--- src/rtl/game_sprite_mover_pkg.sv ---
// Shared constants, state encoding and velocity helper for the sprite mover.
package game_sprite_mover_pkg;

  localparam int SCREEN_W_DEF = 640;
  localparam int SCREEN_H_DEF = 480;
  localparam int X_WIDTH      = 10;
  localparam int Y_WIDTH      = 9;
  localparam int VEL_WIDTH    = 4;

  typedef enum logic [1:0] {
    ST_IDLE   = 2'd0,
    ST_MOVING = 2'd1,
    ST_FROZEN = 2'd2
  } state_t;

  typedef logic signed [VEL_WIDTH-1:0] vel_t;

  // -8 has no positive counterpart in 4 bits, so a bounce could not negate it.
  function automatic vel_t clamp_vel(input vel_t v);
    return (v == vel_t'(-8)) ? vel_t'(-7) : v;
  endfunction

endpackage

--- src/rtl/game_sprite_mover_if.sv ---
// Control inputs and bounding-box outputs of one sprite mover.
interface game_sprite_mover_if;
  import game_sprite_mover_pkg::*;

  logic                 frame_strobe;
  logic                 launch;
  vel_t                 launch_dx;
  vel_t                 launch_dy;
  logic                 collision;
  logic [X_WIDTH-1:0]   left;
  logic [X_WIDTH-1:0]   right;
  logic [Y_WIDTH-1:0]   top;
  logic [Y_WIDTH-1:0]   bottom;
  logic                 moving;
  logic                 frozen;

  modport master (
    output frame_strobe, launch, launch_dx, launch_dy, collision,
    input  left, right, top, bottom, moving, frozen
  );

  modport slave (
    input  frame_strobe, launch, launch_dx, launch_dy, collision,
    output left, right, top, bottom, moving, frozen
  );

endinterface

--- src/rtl/game_axis_step.sv ---
// One-axis position step with bounce at 0 and EXTENT-SIZE; purely combinational.
module game_axis_step #(
  parameter int WIDTH  = 10,
  parameter int EXTENT = 640,
  parameter int SIZE   = 16
) (
  input  logic [WIDTH-1:0]  pos,
  input  logic signed [3:0] vel,
  input  logic              en,
  output logic [WIDTH-1:0]  next_pos,
  output logic signed [3:0] next_vel
);

  localparam logic signed [WIDTH+1:0] MAX_POS = (WIDTH+2)'(EXTENT - SIZE);

  logic signed [WIDTH+1:0] sum;

  assign sum = $signed({2'b00, pos}) + (WIDTH+2)'(vel);

  always_comb begin
    next_pos = pos;
    next_vel = vel;
    if (en) begin
      if (sum < 0) begin
        next_pos = '0;
        next_vel = -vel;
      end else if (sum > MAX_POS) begin
        next_pos = WIDTH'(EXTENT - SIZE);
        next_vel = -vel;
      end else begin
        next_pos = sum[WIDTH-1:0];
      end
    end
  end

endmodule

--- src/rtl/game_sprite_mover.sv ---
// Sprite position/velocity owner: bounces off screen edges, freezes on collision.
//   state     | meaning
//   ST_IDLE   | parked at start position, waiting for launch
//   ST_MOVING | position advances on every frame strobe
//   ST_FROZEN | collision seen, position held until relaunch
module game_sprite_mover
  import game_sprite_mover_pkg::*;
#(
  parameter int SCREEN_W = SCREEN_W_DEF,
  parameter int SCREEN_H = SCREEN_H_DEF,
  parameter int SPRITE_W = 16,
  parameter int SPRITE_H = 16,
  parameter int START_X  = 0,
  parameter int START_Y  = 0
) (
  input  logic                clk,
  input  logic                reset,
  game_sprite_mover_if.slave  bus
);

  state_t             state, state_next;
  logic [X_WIDTH-1:0] x, x_next, x_step, right_r;
  logic [Y_WIDTH-1:0] y, y_next, y_step, bottom_r;
  vel_t               dx, dx_next, dx_step;
  vel_t               dy, dy_next, dy_step;
  logic               step_en;
  logic               moving_r, frozen_r;

  game_axis_step #(.WIDTH(X_WIDTH), .EXTENT(SCREEN_W), .SIZE(SPRITE_W)) u_step_x (
    .pos      (x),
    .vel      (dx),
    .en       (step_en),
    .next_pos (x_step),
    .next_vel (dx_step)
  );

  game_axis_step #(.WIDTH(Y_WIDTH), .EXTENT(SCREEN_H), .SIZE(SPRITE_H)) u_step_y (
    .pos      (y),
    .vel      (dy),
    .en       (step_en),
    .next_pos (y_step),
    .next_vel (dy_step)
  );

  always_ff @(posedge clk) begin
    if (reset) state <= ST_IDLE;
    else       state <= state_next;
  end

  always_comb begin
    state_next = state;
    x_next     = x;
    y_next     = y;
    dx_next    = dx;
    dy_next    = dy;
    step_en    = 1'b0;
    unique case (state)
      ST_IDLE: begin
        if (bus.launch) begin
          dx_next    = clamp_vel(bus.launch_dx);
          dy_next    = clamp_vel(bus.launch_dy);
          state_next = ST_MOVING;
        end
      end
      ST_MOVING: begin
        // collision outranks a same-cycle strobe: freeze where we stand
        if (bus.collision) begin
          state_next = ST_FROZEN;
        end else if (bus.frame_strobe) begin
          step_en = 1'b1;
          x_next  = x_step;
          y_next  = y_step;
          dx_next = dx_step;
          dy_next = dy_step;
        end
      end
      ST_FROZEN: begin
        if (bus.launch) begin
          x_next     = X_WIDTH'(START_X);
          y_next     = Y_WIDTH'(START_Y);
          dx_next    = clamp_vel(bus.launch_dx);
          dy_next    = clamp_vel(bus.launch_dy);
          state_next = ST_MOVING;
        end
      end
      default: state_next = ST_IDLE;
    endcase
  end

  // Box edges and status flags are registered from next-state values so they
  // move on the same edge as x/y.
  always_ff @(posedge clk) begin
    if (reset) begin
      x        <= X_WIDTH'(START_X);
      y        <= Y_WIDTH'(START_Y);
      dx       <= '0;
      dy       <= '0;
      right_r  <= X_WIDTH'(START_X + SPRITE_W - 1);
      bottom_r <= Y_WIDTH'(START_Y + SPRITE_H - 1);
      moving_r <= 1'b0;
      frozen_r <= 1'b0;
    end else begin
      x        <= x_next;
      y        <= y_next;
      dx       <= dx_next;
      dy       <= dy_next;
      right_r  <= x_next + X_WIDTH'(SPRITE_W - 1);
      bottom_r <= y_next + Y_WIDTH'(SPRITE_H - 1);
      moving_r <= (state_next == ST_MOVING);
      frozen_r <= (state_next == ST_FROZEN);
    end
  end

  assign bus.left   = x;
  assign bus.right  = right_r;
  assign bus.top    = y;
  assign bus.bottom = bottom_r;
  assign bus.moving = moving_r;
  assign bus.frozen = frozen_r;

endmodule
--- src/flat_wrapper.sv ---
// flat-port wrapper written by rule: the top's interface ports become plain ports
module game_sprite_mover_flat import game_sprite_mover_pkg::*;
#(
  parameter int SCREEN_W = SCREEN_W_DEF,
  parameter int SCREEN_H = SCREEN_H_DEF,
  parameter int SPRITE_W = 16,
  parameter int SPRITE_H = 16,
  parameter int START_X  = 0,
  parameter int START_Y  = 0
)
  (clk, reset, bus_frame_strobe, bus_launch, bus_launch_dx, bus_launch_dy, bus_collision, bus_left, bus_right, bus_top, bus_bottom, bus_moving, bus_frozen);
  game_sprite_mover_if bus_i ();
  input  logic clk;
  input  logic reset;
  input wire logic [$bits(bus_i.frame_strobe)-1:0] bus_frame_strobe;
  input wire logic [$bits(bus_i.launch)-1:0] bus_launch;
  input wire logic [$bits(bus_i.launch_dx)-1:0] bus_launch_dx;
  input wire logic [$bits(bus_i.launch_dy)-1:0] bus_launch_dy;
  input wire logic [$bits(bus_i.collision)-1:0] bus_collision;
  output wire logic [$bits(bus_i.left)-1:0] bus_left;
  output wire logic [$bits(bus_i.right)-1:0] bus_right;
  output wire logic [$bits(bus_i.top)-1:0] bus_top;
  output wire logic [$bits(bus_i.bottom)-1:0] bus_bottom;
  output wire logic [$bits(bus_i.moving)-1:0] bus_moving;
  output wire logic [$bits(bus_i.frozen)-1:0] bus_frozen;
  assign bus_i.frame_strobe = bus_frame_strobe;
  assign bus_i.launch = bus_launch;
  assign bus_i.launch_dx = bus_launch_dx;
  assign bus_i.launch_dy = bus_launch_dy;
  assign bus_i.collision = bus_collision;
  assign bus_left = bus_i.left;
  assign bus_right = bus_i.right;
  assign bus_top = bus_i.top;
  assign bus_bottom = bus_i.bottom;
  assign bus_moving = bus_i.moving;
  assign bus_frozen = bus_i.frozen;
  game_sprite_mover #(.SCREEN_W(SCREEN_W), .SCREEN_H(SCREEN_H), .SPRITE_W(SPRITE_W), .SPRITE_H(SPRITE_H), .START_X(START_X), .START_Y(START_Y)) u_core (.clk(clk), .reset(reset), .bus(bus_i));
endmodule
--- config.mk ---
export PLATFORM = sky130hd
export DESIGN_NAME = game_sprite_mover_flat
export DESIGN_NICKNAME = d
export VERILOG_FILES = /design/src/rtl/game_sprite_mover_pkg.sv /design/src/rtl/game_sprite_mover_if.sv /design/src/rtl/game_axis_step.sv /design/src/rtl/game_sprite_mover.sv /design/src/flat_wrapper.sv
export SDC_FILE = /design/constraint.sdc
export NUM_CORES = 1
export LEC_CHECK = 0
export ABC_CLOCK_PERIOD_IN_PS = 4300
export BUFFER_PORTS_ARGS = -buffer_cell sky130_fd_sc_hd__buf_2
export CAP_MARGIN = 20
export CELL_PAD_IN_SITES_DETAIL_PLACEMENT = 1
export CELL_PAD_IN_SITES_GLOBAL_PLACEMENT = 1
export CORE_ASPECT_RATIO = 1.4
export CORE_MARGIN = 8
export CORE_UTILIZATION = 40
export CTS_CLUSTER_SIZE = 16
export DETAILED_ROUTE_END_ITERATION = 8
export GPL_TIMING_DRIVEN = 0
export PLACE_DENSITY_LB_ADDON = 0.1
export SLEW_MARGIN = 20
export SYNTH_ARGS = -nofsm -noshare
export SYNTH_HDL_FRONTEND = slang
export SYNTH_SLANG_ARGS = --single-unit
--- constraint.sdc ---
create_clock -name clk -period 4.3 [get_ports clk]
set_input_delay 0.645 -clock clk [delete_from_list [all_inputs] [get_ports clk]]
set_output_delay 0.645 -clock clk [all_outputs]
set_load 0.005 [all_outputs]
Yosys cells after proc, flatten, opt, wreduce, memory -nomap -nowiden --
Index checks and enable logic that the tools add are counted. Widths: inputs -> output; s select.
Word-level totals: register bits 50, input bits 13, output and inout bits 40, word-level logic and storage cells 72
Cells by class: add/sub/neg operators 6, order comparisons 4, equality and inequality tests 12, muxes and demuxes 36, reduce and logical (&&, ||, !) cells 5
Operators with widths (count):
- $mux 10 | 6
- $mux 4 | 14
- $mux 9 | 6
- $pmux 10 s2 | 1
- $pmux 9 s2 | 1
- $pmux 4 s2 | 2
- $add 11x4->12 | 1
- $gt 12x11->1 const B | 1
- $lt 12x1->1 const B | 1
- $reduce_and 6->1 | 2
- $add 10x4->11 | 1
- $gt 11x10->1 const B | 1
- $lt 11x1->1 const B | 1
- $add 10x4->10 const B | 1
- $add 9x4->9 const B | 1
- $eq 4x4->1 const B | 2
- $neg 4->4 | 2
- $ne 3x3->1 const B | 2
- $eq 2x1->1 const B | 2
- $eq 2x2->1 const B | 2
- $mux 2 | 2
- $ne 2x1->1 const B | 2
- $ne 2x2->1 const B | 2
- $pmux 2 s2 | 1
- 4 further kinds | 6

Logic depth before layout (Yosys ltp) --
depth in word-level cells 9, mapped depth 18, gate-level depth less buffers 18

Hierarchy --
Synthesis repeated with hierarchy kept, for this count alone.
Second synthesis, totals: cell total of the unflattened synthesis 451, area total of the unflattened synthesis 3818.7 um2
By module, submodules not included:
- game_sprite_mover | instances 1, cells an instance 227, area an instance 2125.8 um2, seq. area each 1001.0 um2
- game_axis_step (u_core.u_step_x) | instances 1, cells an instance 122, area an instance 919.6 um2, seq. area each 0.0 um2
- game_axis_step (u_core.u_step_y) | instances 1, cells an instance 102, area an instance 773.2 um2, seq. area each 0.0 um2

Worst setup path before layout --
No wires, ideal clock.
path kind reg2reg, from register u_core.dx[3], to register u_core.right_r[8] (netlist: u_core.bus.right[8]), library setup time 0.123 ns, arrival 3.491 ns, required time 4.177 ns, path slack 0.686 ns, cell stages (with the launch flop) 15, buffers on the path 0, period minus slack after synthesis 3.614 ns, cells stage by stage dfxtp_1 -> ha_1 -> a21o_1 -> a31o_2 -> or3_1 -> o31ai_1 -> a21oi_1 -> o31ai_4 -> and3_1 -> a22oi_1 -> ha_1 -> nand2_1 -> a41oi_1 -> nor3_1 -> mux2_1
On the way: longest elaborated chain between the ends 9, elaborated cells on any way between the ends 10, those cells by class add/sub (2); order compare (2); mux (6)
RTL lines:
- start: declaration | line game_sprite_mover.sv:24 | vel_t dx, dx_next, dx_step;
- start signal: assignment | line game_sprite_mover.sv:105 | dx <= dx_next;
- $add 11x4->12 * | line game_axis_step.sv:18 | assign sum = $signed({2'b00, pos}) + (WIDTH+2)'(vel);
- $gt 12x11->1 | line game_axis_step.sv:27 | end else if (sum > MAX_POS) begin
- $mux 10 | line game_axis_step.sv:27
- $mux 10 * | line game_axis_step.sv:24 | if (sum < 0) begin
- $mux 10 * | line game_axis_step.sv:23 | if (en) begin
- $mux 10 * | line game_sprite_mover.sv:69 | end else if (bus.frame_strobe) begin
- $mux 10 * | line game_sprite_mover.sv:67 | if (bus.collision) begin
- $pmux 10 s2 * | line game_sprite_mover.sv:57 | unique case (state)
- $add 10x4->10 * | line game_sprite_mover.sv:107 | right_r <= x_next + X_WIDTH'(SPRITE_W - 1);
- end signal: assignment | line game_sprite_mover.sv:98 | right_r <= X_WIDTH'(START_X + SPRITE_W - 1);
- end signal: assignment | line game_sprite_mover.sv:107
- end: declaration | line game_sprite_mover.sv:22 | logic [X_WIDTH-1:0] x, x_next, x_step, right_r;
Mark *: on every way between the ends. The rest lies on a longest branch, timed or not. A chain may end at the register's enable or synchronous reset.

Final worst setup path --
Same ends and word-level chain as after synthesis.

==> impl_metrics.json <==
{
  "grt_max_degree": 16,
  "setup_viol": 0,
  "fin_crit_ns": 4.16,
  "crit_type": "register to register",
  "slew_violations": 0,
  "grt_usage_pct": 18.4,
  "postSynthCellCount": 422,
  "clock.fmax_mhz": 241,
  "slew_headroom_pct": 52.7,
  "synth_cell_types": 76,
  "synth_top_area_share_pct": 28.6,
  "post_drt_wl_per_cell_um": 18.6,
  "core.rowCount": 40,
  "drt_iter0_drc": 123,
  "status": "complete, no violations",
  "grt_first_pass_wirelength_um": 17700,
  "post-place-ws_ns": -0.168,
  "fin_ws_ns": 0.143,
  "layout-drive-gt1-share_pct": 21.2,
  "final_nets": 529,
  "cts.sinks": 50,
  "antenna_cells": 0,
  "crit_path_max_incr_delay_ns": 0.51,
  "h-tree-depth": 2,
  "synth.area.top_cells": "dfxtp_1 (29%), ha_1 (10%), xnor2_1 (4.3%)",
  "rsz0062_at_grt": "false",
  "cts_root_buf": "clkbuf_16",
  "dp_hpwl_um": 8600,
  "die_h_um": 127,
  "initial_core_util_pct": 40.9,
  "gp_congestion": 0.890,
  "synth-seq-area-share_pct": 28.6,
  "ys.flop_type": "dfxtp_1",
  "vias": 3352,
  "dr.max_layer_used": "met4",
  "vias_per_cell": 5.67,
  "crit_arrival_ns": 4.33,
  "post-route-period-util_pct": 96.7,
  "stdcell_count": 591,
  "maxCapViolations": 0,
  "wl_met2_um": 6100,
  "clock_latency_ns": 0.30,
  "crit_required_ns": 4.47,
  "finalHoldViolCount": 0,
  "cts_tree": "yes",
  "power.leakage_nw": 1.76,
  "final_cell_mix": "buf_2 (54), dfxtp_1 (49), nand2_1 (37), nor2_1 (37), ha_1 (29)",
  "power_density_nw_per_um2": 299,
  "area_growth_pct": 18.9,
  "syn_avg_cell_area_um2": 8.30,
  "synth_edf_count": 0,
  "wl_met1_um": 4340,
  "core_um2": 8560,
  "clock_path_buffers": 2,
  "synth_area_um2": 3500,
  "worstPathCellList": "ha_1 -> a21o_1 -> a31o_2 -> or3_1 -> o31ai_1 -> a21oi_1 -> o31ai_4 -> nand3_1 -> nor2_1 -> a21oi_1 -> ha_1 -> nand2_1 -> a41oi_2 -> nor3_1 -> mux2_1",
  "routed_wl_um": 11000,
  "cpLargestDelayFamily": "compound AO/OA/AOI/OAI gates",
  "finalClockSkew_ns": 0.00891,
  "dr.pass1.iters": 4,
  "clk_pin_slew_ns": 0.07,
  "synth-seq-cells": 50,
  "ir_drop_mv": 0.144,
  "grt_pass1_vias": 3639,
  "path_max_fanout": 12,
  "cp-start-kind": "register",
  "placed_cells": 578,
  "cp.buffers_inverters": 0,
  "tightest_slew_ns": 0.707,
  "drc": 0,
  "antenna_left": 0,
  "die_x_um": 95.1,
  "hold_class": "register to register",
  "cpMaxStageDelayCell": "dfxtp_2",
  "cts_hold_buf": 0,
  "ys_warn_count": 0,
  "synth_area_leader_cell": "dfxtp_1",
  "syn_nets": 466,
  "dieArea_um2": 12100,
  "boundaryPins": 53,
  "grt_overflow": 0,
  "final_common_cell": "buf_2",
  "numCtsBuffers": 5,
  "async_flop_share_pct": 0,
  "io_buffers": 51,
  "antenna_found_initial": 0,
  "cp-end-kind": "register",
  "dr_wl_met3_um": 235
}
[cells by family (layout without fill, tap and decap cells)]
| kind of cell | Yosys count | after routing | synth area share [%] |
|---|---|---|---|
| AO/OA/AOI/OAI | 124 | 124 | 26.3 |
| multiplexers | 4 | 4 | 1.21 |
| XOR/XNOR | 24 | 24 | 6.00 |
| buffers and inverters | 38 | 102 | 4.39 |
| adder cells (fa/ha/maj) | 31 | 31 | 11.5 |
| flip-flops | 50 | 50 | 28.6 |
| AND/OR/NAND/NOR | 151 | 151 | 22.0 |
[flip-flops by register name, summed over array words and instances, names as in the netlist]
name               count
u_core.bus.bottom      9
u_core.state           2
u_core.bus.right      10
u_core.dy              4
u_core.bus.left       10
u_core.bus.moving      1
u_core.bus.frozen      1
u_core.bus.top         9
u_core.dx              4
[report_power, final]
| group | switching [mW] | internal [mW] | total (mW) |
|---|---|---|---|
| registers | 0.0238 | 0.479 | 0.503 |
| clock network | 0.176 | 0.249 | 0.425 |
| logic | 0.196 | 0.120 | 0.317 |
| total | 0.396 | 0.849 | 1.24 |
[cells in the mapped netlist (3+ instances only)]
master and number:
dfxtp_1 50, nand2_1 37, nor2_1 37, a21oi_1 29, ha_1 29, inv_1 26, xnor2_1 17, nor3_1 15
o21ai_0 12, a21o_1 11, and2_1 9, clkbuf_1 8, nand2b_1 8, nor2b_1 8, or2_2 7, xor2_1 7
a22oi_1 6, a31oi_1 6, o21a_1 6, nand3_1 5, a32oi_1 4, o31ai_1 4, a211oi_1 3, and3_1 3
buf_2 3, nor3b_1 3, nor4_1 3, or3_1 3
[cell type report]
class | instances | area [µm²]
clock buffers | 7 | 153
repair buffers | 56 | 293
well taps | 105 | 131
clock inverters | 1 | 8.76
flip-flops and latches | 50 | 1000
inverters | 26 | 97.6
fillers | 1048 | 4390
multi-input cells | 334 | 2420
plain buffers | 12 | 56.3
[per-layer routing]
layer / GRT usage (%) / up-vias
li1: - / 1656
met1: 18.9 / 1631
met2: 35.2 / 45
met3: 2.24 / 20
met4: 8.03 / 0
met5: 0 / -
[final timing paths]
path | startpoint | end | slack, ns | depth (start not counted)
worst max-delay path | u_core.dx[3]$_SDFFE_PP0P_ | u_core.bus.right[8]$_SDFF_PP0_ | 0.14 | 15
worst min-delay path | u_core.dx[0]$_SDFFE_PP0P_ | u_core.dx[0]$_SDFFE_PP0P_ | 0.53 | 2
worst max register to register | u_core.dx[3]$_SDFFE_PP0P_ | u_core.bus.right[8]$_SDFF_PP0_ | 0.14 | 15
worst min register to register | u_core.dx[0]$_SDFFE_PP0P_ | u_core.dx[0]$_SDFFE_PP0P_ | 0.53 | 2
[timing repair]
| item | 4_1_cts | 5_1_grt |
|---|---|---|
| setup buffers | 0 | 5 |
| gates resized for setup | 4 | 13 |
| pin swaps | 0 | 2 |
| endpoints found under the setup margin | 2 | 5 |
[per-stage QoR]
stage | instance area (µm²) | hold slack [ns] | total power, mW | TNS, ns | utilization, %
2_1_floorplan | 3500 | 0.484 | 0.732 | 0 | -
3_3_place_gp | 3890 | 0.523 | 0.808 | -0.0640 | 45.5
3_5_place_dp | 3890 | 0.531 | 0.819 | -0.168 | 45.5
4_1_cts | 4060 | 0.539 | 1.25 | 0 | 47.5
5_1_grt | 4170 | 0.561 | 1.31 | 0 | 48.7
6_report | 4170 | 0.531 | 1.24 | 0 | 48.7
[worst register-to-register path, cell delays in order (launching register included)]
cell     delay [ns]
dfxtp_2        0.51
ha_1           0.37
a21o_1         0.25
a31o_2         0.30
or3_1          0.36
o31ai_1        0.10
a21oi_1        0.18
o31ai_4        0.40
nand3_1        0.26
nor2_1         0.17
a21oi_1        0.07
ha_1           0.24
nand2_1        0.10
a41oi_2        0.07
nor3_1         0.28
mux2_1         0.37
Note: power is estimated with default switching activity, not from simulation.
